File: config.mk
export PLATFORM = sky130hd
export DESIGN_NAME = operand_read_unit
export DESIGN_NICKNAME = d
export VERILOG_FILES = /design/src/rtl/proc_pkg.sv /design/src/rtl/operand_read_unit_scoreboard.sv /design/src/rtl/operand_read_unit.sv
export SDC_FILE = /design/constraint.sdc
export NUM_CORES = 1
export LEC_CHECK = 0
export ABC_CLOCK_PERIOD_IN_PS = 2700
export CAP_MARGIN = 20
export CORE_MARGIN = 3
export CORE_UTILIZATION = 55
export CTS_BUF_LIST = sky130_fd_sc_hd__clkbuf_8
export CTS_CLUSTER_DIAMETER = 150
export DETAILED_ROUTE_END_ITERATION = 7
export GPL_ROUTABILITY_DRIVEN = 0
export HOLD_SLACK_MARGIN = 0.05
export PLACE_DENSITY = 0.9
export REMOVE_ABC_BUFFERS = 1
export SLEW_MARGIN = 30
export SYNTH_ARGS = -nofsm -noshare
export SYNTH_HDL_FRONTEND = slang
export SYNTH_HIERARCHICAL = 1
export SYNTH_SLANG_ARGS = --single-unit
File: constraint.sdc
create_clock -name clk -period 2.7 [get_ports clk]
set_input_delay 0.81 -clock clk [delete_from_list [all_inputs] [get_ports clk]]
set_output_delay 0.81 -clock clk [all_outputs]
set_load 0.05 [all_outputs]
File: src/rtl/proc_pkg.sv
// proc_pkg
//   Shared constants and types for the operand read stage.
//   DW     : register data width
//   NREGS  : architectural register count
//   AW     : register index width, clog2(NREGS)
//   operand_bundle_t : registered bundle handed from operand read to execute
//
//   Forwarding from the writeback port is compiled in only when the macro
//   OPERAND_READ_BYPASS_EN is defined (see scoreboard.sv).

package proc_pkg;

  localparam int DW    = 16;
  localparam int NREGS = 8;
  localparam int AW    = $clog2(NREGS);

  typedef struct packed {
    logic [DW-1:0] rs1_val;
    logic [DW-1:0] rs2_val;
    logic [AW-1:0] rd;
    logic          iswb;
    logic          isld;
  } operand_bundle_t;

  localparam operand_bundle_t BUNDLE_RESET = '0;

endpackage

File: src/rtl/operand_read_unit_scoreboard.sv
// scoreboard
//   Busy-bit array and hazard detection for the operand read stage.
//   A busy bit marks a register with an issued-but-not-yet-written result.
//
//   Configuration macro: OPERAND_READ_BYPASS_EN
//     defined   : a writeback in the same cycle satisfies a dependency
//                 (hit1/hit2/hitd may be 1)
//     undefined : hit outputs are tied to 0; dependents wait for the cycle
//                 after the writeback and read the register file
//
//   Ports
//     clk, rst_n          : clock, asynchronous active-low reset
//     use_rs1/use_rs2     : instruction reads rs1/rs2
//     iswb                : instruction writes rd
//     rs1, rs2, rd        : register indices of the presented instruction
//     set_en              : instruction accepted with writeback -> mark rd busy
//     wb_en, wb_rd        : writeback port, clears busy[wb_rd]
//     hit1, hit2          : same-cycle forwarding hit for rs1/rs2
//     hazard              : presented instruction may not be accepted

module scoreboard
  import proc_pkg::*;
#(
  parameter int NREGS = proc_pkg::NREGS,
  parameter int AW    = $clog2(NREGS)
) (
  input  logic          clk,
  input  logic          rst_n,
  input  logic          use_rs1,
  input  logic          use_rs2,
  input  logic          iswb,
  input  logic [AW-1:0] rs1,
  input  logic [AW-1:0] rs2,
  input  logic [AW-1:0] rd,
  input  logic          set_en,
  input  logic          wb_en,
  input  logic [AW-1:0] wb_rd,
  output logic          hit1,
  output logic          hit2,
  output logic          hazard
);

  logic [NREGS-1:0] busy;
  logic [NREGS-1:0] busy_next;
  logic             hitd;

`ifdef OPERAND_READ_BYPASS_EN
  assign hit1 = wb_en && (wb_rd == rs1);
  assign hit2 = wb_en && (wb_rd == rs2);
  assign hitd = wb_en && (wb_rd == rd);
`else
  assign hit1 = 1'b0;
  assign hit2 = 1'b0;
  assign hitd = 1'b0;
`endif

  // A destination that is still busy also stalls (WAW), so the busy bit
  // never has to count more than one outstanding writer per register.
  always_comb begin
    hazard = (use_rs1 && busy[rs1] && !hit1) ||
             (use_rs2 && busy[rs2] && !hit2) ||
             (iswb    && busy[rd]  && !hitd);
  end

  // Clear is applied before set so that a same-cycle set of the register
  // being written back leaves it busy for the newly issued writer.
  always_comb begin
    busy_next = busy;
    if (wb_en) begin
      busy_next[wb_rd] = 1'b0;
    end
    if (set_en) begin
      busy_next[rd] = 1'b1;
    end
  end

  always_ff @(posedge clk or negedge rst_n) begin
    if (!rst_n) begin
      busy <= '0;
    end else begin
      busy <= busy_next;
    end
  end

endmodule

File: src/rtl/operand_read_unit.sv
// operand_read_unit
//   Operand read stage: register file, scoreboard-based issue stall and a
//   one-entry output register towards execute (latency 1 from accept).
//
//   Configuration macro: OPERAND_READ_BYPASS_EN enables forwarding of the
//   writeback port to a same-cycle operand read.
//
//   Ports
//     clk, rst_n                      : clock, asynchronous active-low reset
//     in_valid / in_ready             : decoded-instruction handshake
//     in_rs1, in_rs2, in_rd           : source / destination indices
//     in_use_rs1, in_use_rs2          : operand-use flags
//     in_iswb, in_isld                : writeback / load flags
//     wb_en, wb_rd, wb_data           : register file write port
//     out_valid / out_ready           : execute-side handshake
//     out_rs1_val, out_rs2_val        : operand values (0 when unused)
//     out_rd, out_iswb, out_isld      : forwarded instruction fields
//
//   DW/NREGS overrides must match proc_pkg, which sizes operand_bundle_t.

module operand_read_unit #(
  parameter int DW    = proc_pkg::DW,
  parameter int NREGS = proc_pkg::NREGS,
  parameter int AW    = $clog2(NREGS)
) (
  input  logic          clk,
  input  logic          rst_n,
  input  logic          in_valid,
  output logic          in_ready,
  input  logic [AW-1:0] in_rs1,
  input  logic [AW-1:0] in_rs2,
  input  logic [AW-1:0] in_rd,
  input  logic          in_use_rs1,
  input  logic          in_use_rs2,
  input  logic          in_iswb,
  input  logic          in_isld,
  input  logic          wb_en,
  input  logic [AW-1:0] wb_rd,
  input  logic [DW-1:0] wb_data,
  output logic          out_valid,
  input  logic          out_ready,
  output logic [DW-1:0] out_rs1_val,
  output logic [DW-1:0] out_rs2_val,
  output logic [AW-1:0] out_rd,
  output logic          out_iswb,
  output logic          out_isld
);

  import proc_pkg::*;

  logic [DW-1:0]   regs [NREGS];
  logic            hazard;
  logic            hit1;
  logic            hit2;
  logic            accept;
  logic [DW-1:0]   rs1_val;
  logic [DW-1:0]   rs2_val;
  operand_bundle_t bundle_next;
  operand_bundle_t bundle_q;

  scoreboard #(
    .NREGS (NREGS),
    .AW    (AW)
  ) u_scoreboard (
    .clk     (clk),
    .rst_n   (rst_n),
    .use_rs1 (in_use_rs1),
    .use_rs2 (in_use_rs2),
    .iswb    (in_iswb),
    .rs1     (in_rs1),
    .rs2     (in_rs2),
    .rd      (in_rd),
    .set_en  (accept && in_iswb),
    .wb_en   (wb_en),
    .wb_rd   (wb_rd),
    .hit1    (hit1),
    .hit2    (hit2),
    .hazard  (hazard)
  );

  // The output register can take a new bundle when empty or being drained.
  assign in_ready = !hazard && (!out_valid || out_ready);
  assign accept   = in_valid && in_ready;

  always_ff @(posedge clk or negedge rst_n) begin
    if (!rst_n) begin
      for (int i = 0; i < NREGS; i++) begin
        regs[i] <= '0;
      end
    end else if (wb_en) begin
      regs[wb_rd] <= wb_data;
    end
  end

  // Operand select; a hit means the value is arriving on the writeback port
  // this very cycle and is not yet in the file.
  always_comb begin
    rs1_val = '0;
    rs2_val = '0;
    if (in_use_rs1) begin
      rs1_val = hit1 ? wb_data : regs[in_rs1];
    end
    if (in_use_rs2) begin
      rs2_val = hit2 ? wb_data : regs[in_rs2];
    end
  end

  always_comb begin
    bundle_next         = BUNDLE_RESET;
    bundle_next.rs1_val = rs1_val;
    bundle_next.rs2_val = rs2_val;
    bundle_next.rd      = in_rd;
    bundle_next.iswb    = in_iswb;
    bundle_next.isld    = in_isld;
  end

  // Bundle data is only reloaded on accept, so it stays stable while
  // execute back-pressures.
  always_ff @(posedge clk or negedge rst_n) begin
    if (!rst_n) begin
      out_valid <= 1'b0;
      bundle_q  <= BUNDLE_RESET;
    end else if (accept) begin
      out_valid <= 1'b1;
      bundle_q  <= bundle_next;
    end else if (out_ready) begin
      out_valid <= 1'b0;
    end
  end

  assign out_rs1_val = bundle_q.rs1_val;
  assign out_rs2_val = bundle_q.rs2_val;
  assign out_rd      = bundle_q.rd;
  assign out_iswb    = bundle_q.iswb;
  assign out_isld    = bundle_q.isld;

endmodule

# ---- Yosys cells after proc, flatten, opt, wreduce, memory -nomap -nowiden
# Index checks and enable logic that the tools add are counted.
dict set report word_totals {
  regBits 174
  latch_bits 0
  mem_bits_rw 0
  rom_bits 0
  output_inout_bits 39
  word_cells 71
  mem_count 0
}
dict set report classes {
  addsub 0
  multipliers 0
  n_div 0
  magnitude_cmp 10
  n_eq_ne 0
  shift 0
  mux 25
  bitwise 6
  n_reduce_logical 15
}
# op count
set ops {}
lappend ops {{$bwmux 128} 1}
lappend ops {{$mux 16} 7}
lappend ops {{$bmux 16 s3} 2}
lappend ops {{$demux 16 s3} 1}
lappend ops {{$lt 3x4->1 const B} 4}
lappend ops {{$mux 8} 2}
lappend ops {{$ge 4x4->1 const B} 3}
lappend ops {{$not 3->4} 3}
lappend ops {{$bmux 1 s3} 3}
lappend ops {{$logic_and 1x1->1} 9}
lappend ops {{$and 8x8->8} 1}
lappend ops {{$not 8->8} 1}
lappend ops {{$or 8x8->8} 1}
lappend ops {{$mux 1} 7}
lappend ops {{$demux 1 s3} 2}
lappend ops {{$ge 3x1->1 const B} 2}
lappend ops {{$lt 4x1->1 const B} 1}
lappend ops {{$logic_or 1x1->1} 3}
lappend ops {{$logic_not 1->1} 2}
lappend ops {{$reduce_bool 2->1} 1}

# ---- Depth between registers and ports, before layout
# Gate-level depths: netlist (run 1).
dict set report depth {
  ltp_word 10
  mapped_depth 10
  ltp_nobuf 8
}

# ---- Modules after synthesis
# The synthesis (run 1) kept the hierarchy.
# module instances cells_per_inst area_per_inst_um2 seq_area_each_um2
set by_module_without_submodules {}
lappend by_module_without_submodules {operand_read_unit 1 646 8739.6 4154.0}
lappend by_module_without_submodules {scoreboard 1 57 574.3 200.2}

# ---- Worst setup path after synthesis (run 1)
# Ideal clock, no wire load.
dict set report synth_timing {
  path_kind {input to output}
  from {input in_rs1[1]}
  to {output in_ready}
  arrival_ns 2.437
  required_time_ns 1.890
  setup_slack_ns -0.547
  stages 5
  path_buffers 0
  path_cell_list {mux4_1 -> mux2_2 -> nand2_1 -> o211ai_2 -> nor2_1}
}
dict set report synth_between {
  elab_chain_len 7
}
# item line_no
set synth_rtl {}
lappend synth_rtl {{from (decl)} operand_read_unit.sv:30} ;# input logic [AW-1:0] in_rs1,
lappend synth_rtl {{$bmux 1 s3} operand_read_unit_scoreboard.sv:60} ;# hazard = (use_rs1 && busy[rs1] && !hit1) ||
lappend synth_rtl {{$mux 1 (not written as such)} operand_read_unit_scoreboard.sv:60}
lappend synth_rtl {{$logic_and 1x1->1} operand_read_unit_scoreboard.sv:60}
lappend synth_rtl {{$logic_or 1x1->1} operand_read_unit_scoreboard.sv:60}
lappend synth_rtl {{$logic_or 1x1->1} operand_read_unit_scoreboard.sv:61} ;# (use_rs2 && busy[rs2] && !hit2) ||
lappend synth_rtl {{named net hazard} operand_read_unit.sv:52} ;# logic hazard;
lappend synth_rtl {{$logic_not 1->1} operand_read_unit.sv:82} ;# assign in_ready = !hazard && (!out_valid || out_ready);
lappend synth_rtl {{$logic_and 1x1->1} operand_read_unit.sv:82}
lappend synth_rtl {{to (decl)} operand_read_unit.sv:29} ;# output logic in_ready,
# The timed path passes the listed nets, and every way through them passes these cells. The select of a mux whose other input is x is not followed.

# ---- Worst setup path after layout (run 1)
dict set report layout_timing {
  from {input in_rs1[0]}
  to {output in_ready}
}
# The elaborated chain is that of the path after synthesis.

==> results by group, run 1 <==
STA
  – # setup viols final: 1
  – Least-Margin Pin Slew: around 0.94 ns
  – Setup TNS: -0.243 ns
  – Slew headroom: around 37%
  – Final hold slack: about 0.27 ns
  – Clock Skew: 0.0119 ns
  – Fmax: 340 MHz
  – Final period util: 109%
  – Crit path time final: about 3 ns
  – Pins over their slew limit: 0
  – Setup ws final: -0.243 ns
  – RSZ-0062 raised after global routing: yes
  – Final hold vios: 0

Cells and area
  – Fin cells: around 1000
  – Fill cell count: 1066
  – Most common cell after layout, fill and taps aside: dfrtp_1
  – # diodes: 0
  – Finished Cell Area: approximately 0.011 mm^2
  – Synth-to-layout area growth: 18.5%
  – Final Util: between 60% and 70%
  – Most frequent cells in the layout: dfrtp_1 (174), mux2_2 (122), mux2i_1 (68)
  – Share of layout cells above drive strength 1: between 30% and 40%
  – Layout net count: roughly 830

Power
  – Peak supply drop: between 0.4 and 0.5 mV
  – Pleak: 4.65 nW
  – Cell Pwr Density: just under 800 mW/mm^2
  – Tot Pwr: ~8.6 mW

Flow run
  – Max-cap violations: 0

Placed design
  – I/O Buffers: between 70 and 80
  – Placed insts: just under 1000
  – HPWL after detailed placement: ~16 mm
  – Placed Area: roughly 0.011 mm^2
  – Dpl ws: -0.864 ns

Logic synthesis
  – Asr flop ratio synth: 100%
  – Synth Cell Area: 0.00931 mm^2
  – Synth Area per Inst: 13.2 um^2
  – Ys flop type: dfrtp_1
  – Warnings, synthesis: 6
  – EDFF count, synth: 0
  – Synth cell types: 39
  – Seq/Total Area, Yosys: approximately 47%
  – Post-Syn Instances: around 700
  – Post-synthesis register bit count: roughly 170

Global routing
  – Global-route wire length before repair: about 40 mm
  – Initial antenna violation count: 0
  – Vias in the first global route: approximately 7300
  – Gr ovfl total: 0
  – Largest net degree at the start of global routing: between 50 and 60
  – GRT Util Overall: a little under 30%

Clock network
  – Root buffer cell: clkbuf_8
  – H-tree depth: 4
  – Max clock buf depth: 2
  – Clock transition at path regs: roughly 0.090 ns
  – Worst-Skew Late Latency: between 0.4 and 0.5 ns
  – Hold Buf Count CTS: 0
  – Clock sinks: 174
  – CTS Buf Count: 17
  – TritonCTS clock tree: built

Setup path
  – Top delay family on crit path: multiplexers
  – Critical path required time: 1.89 ns
  – Worst path slowest cell: mux4_2
  – Slowest stage delay, CP: ~0.48 ns
  – CP dominant cell by count: buf_12
  – CP endpoint kind: output port
  – Crit Path Class: in2out
  – Crit path buf inv count: 2
  – Crit path arrival time: 2.13 ns
  – Worst-path maximum fanout: 2
  – CP Launch Type: input port
  – Cell chain of the critical path: buf_12 -> mux4_2 -> mux2_4 -> nand2_4 -> o211ai_4 -> nor2_4 -> buf_12

Routing
  – Post-Route WL: around 27 mm
  – Via density: slightly below 7
  – Initial DRT Pass Iterations: 5
  – DR iter-0 viols: approximately 700
  – Remaining antenna violation count: 0
  – Vias after detailed routing: a little under 7000
  – WL per Instance: 26.1 um
  – Drt drc: 0

Hold path
  – Type of the most critical hold path: in2async

Floorplanning
  – Die outline width: around 140 um
  – I/O pin count: 76
  – DIE AREA: 0.0185 mm^2
  – Row cnt: 46
  – Starting Density: 57.4%
  – Chip Height: around 140 um
  – Core area: around 0.016 mm^2

Status
  – Outcome: complete, but fails checks
  – Failing checks: negative setup slack
-- power by group --
| group | switching (mW) | total [mW] | internal (mW) |
|---|---|---|---|
| sequential | 0.520 | 3.75 | 3.23 |
| clock | 0.924 | 1.89 | 0.962 |
| combinational | 1.56 | 2.97 | 1.40 |
-- cells in the mapped netlist (15+ instances only) --
master | instances | area (um^2)
a211oi_1 | 32 | 240
buf_1 | 18 | 67.6
nand2b_1 | 40 | 250
nand3_1 | 32 | 160
mux2_2 | 123 | 1390
o22ai_1 | 33 | 206
dfrtp_1 | 174 | 4350
buf_2 | 15 | 75.1
mux4_2 | 33 | 743
clkbuf_1 | 15 | 56.3
mux2i_1 | 69 | 691
o2bb2ai_1 | 32 | 280
-- final cells by class --
type | count | area [um^2] | area share (%)
sequential | 174 | 4350 | 39.5
tap | 216 | 270 | 2.45
multi-input combinational | 456 | 4600 | 41.7
timing repair buffer | 140 | 1420 | 12.8
clock buffer | 20 | 275 | 2.49
clock inverter | 9 | 119 | 1.08
-- worst register-to-register path: cells and delay by family (launching register included) --
family                 cells  cell delay, ns
multiplexers               2            0.76
AND/OR/NAND/NOR            4            0.72
flip-flops                 1            0.42
AO/OA/AOI/OAI              2            0.37
buffers and inverters      2            0.29
-- cells by family (layout without fill, tap and decap cells) --
group,after synthesis,after routing,synth area share [%]
muxes,238,238,32.6
DFF,174,174,46.7
AOI/OAI and AO/OA,117,117,9.16
and+or+nand+nor,99,99,6.90
buffers and inverters,74,169,4.58
other,1,2,0.0403
-- worst paths after layout --
kind                                                 from                             end  slack, ns  depth (start not counted)
setup / recovery                                in_rs1[0]                        in_ready      -0.24                          7
hold / removal                                      rst_n  u_scoreboard/busy[0]$_DFF_PN0_       0.27                          1
setup reg to reg           u_scoreboard/busy[7]$_DFF_PN0_  u_scoreboard/busy[2]$_DFF_PN0_       0.02                         10
hold reg to reg               out_rs1_val[10]$_DFFE_PN0P_     out_rs1_val[10]$_DFFE_PN0P_       0.49                          1
max in group asynchronous                           rst_n            regs[12]$_DFFE_PN0P_       1.72                          2
min in group clk              out_rs1_val[10]$_DFFE_PN0P_     out_rs1_val[10]$_DFFE_PN0P_       0.49                          1
-- layer usage --
metal / up-vias / GRT usage (%) / share of wire, %
met4: 0 / 12.7 / 3.3
li1: 2836 / - / -
met5: - / 0 / 0
met3: 83 / 6.99 / 7.4
met1: 3564 / 35.2 / 38
met2: 384 / 49.2 / 51
-- timing repair --
action	CTS	global route
endpoints found under the setup margin	45	31
pin swaps	3	3
resized for setup	25	16
buffers inserted	2	8
-- registers in the layout (all words and copies together) (netlist names) --
signal / cells
regs: 128
out_rs1_val: 16
out_rs2_val: 16
u_scoreboard/busy: 8
out_rd: 3
out_isld: 1
out_iswb: 1
out_valid: 1
Power figures use the tool's default switching activity.
==> inputs of run 2 (changes only) <==
- SKIP_LAST_GASP: unset -> 1
==> results of run 2 <==
Same layout as run 1: the final DEF is identical, and so are final timing and power.
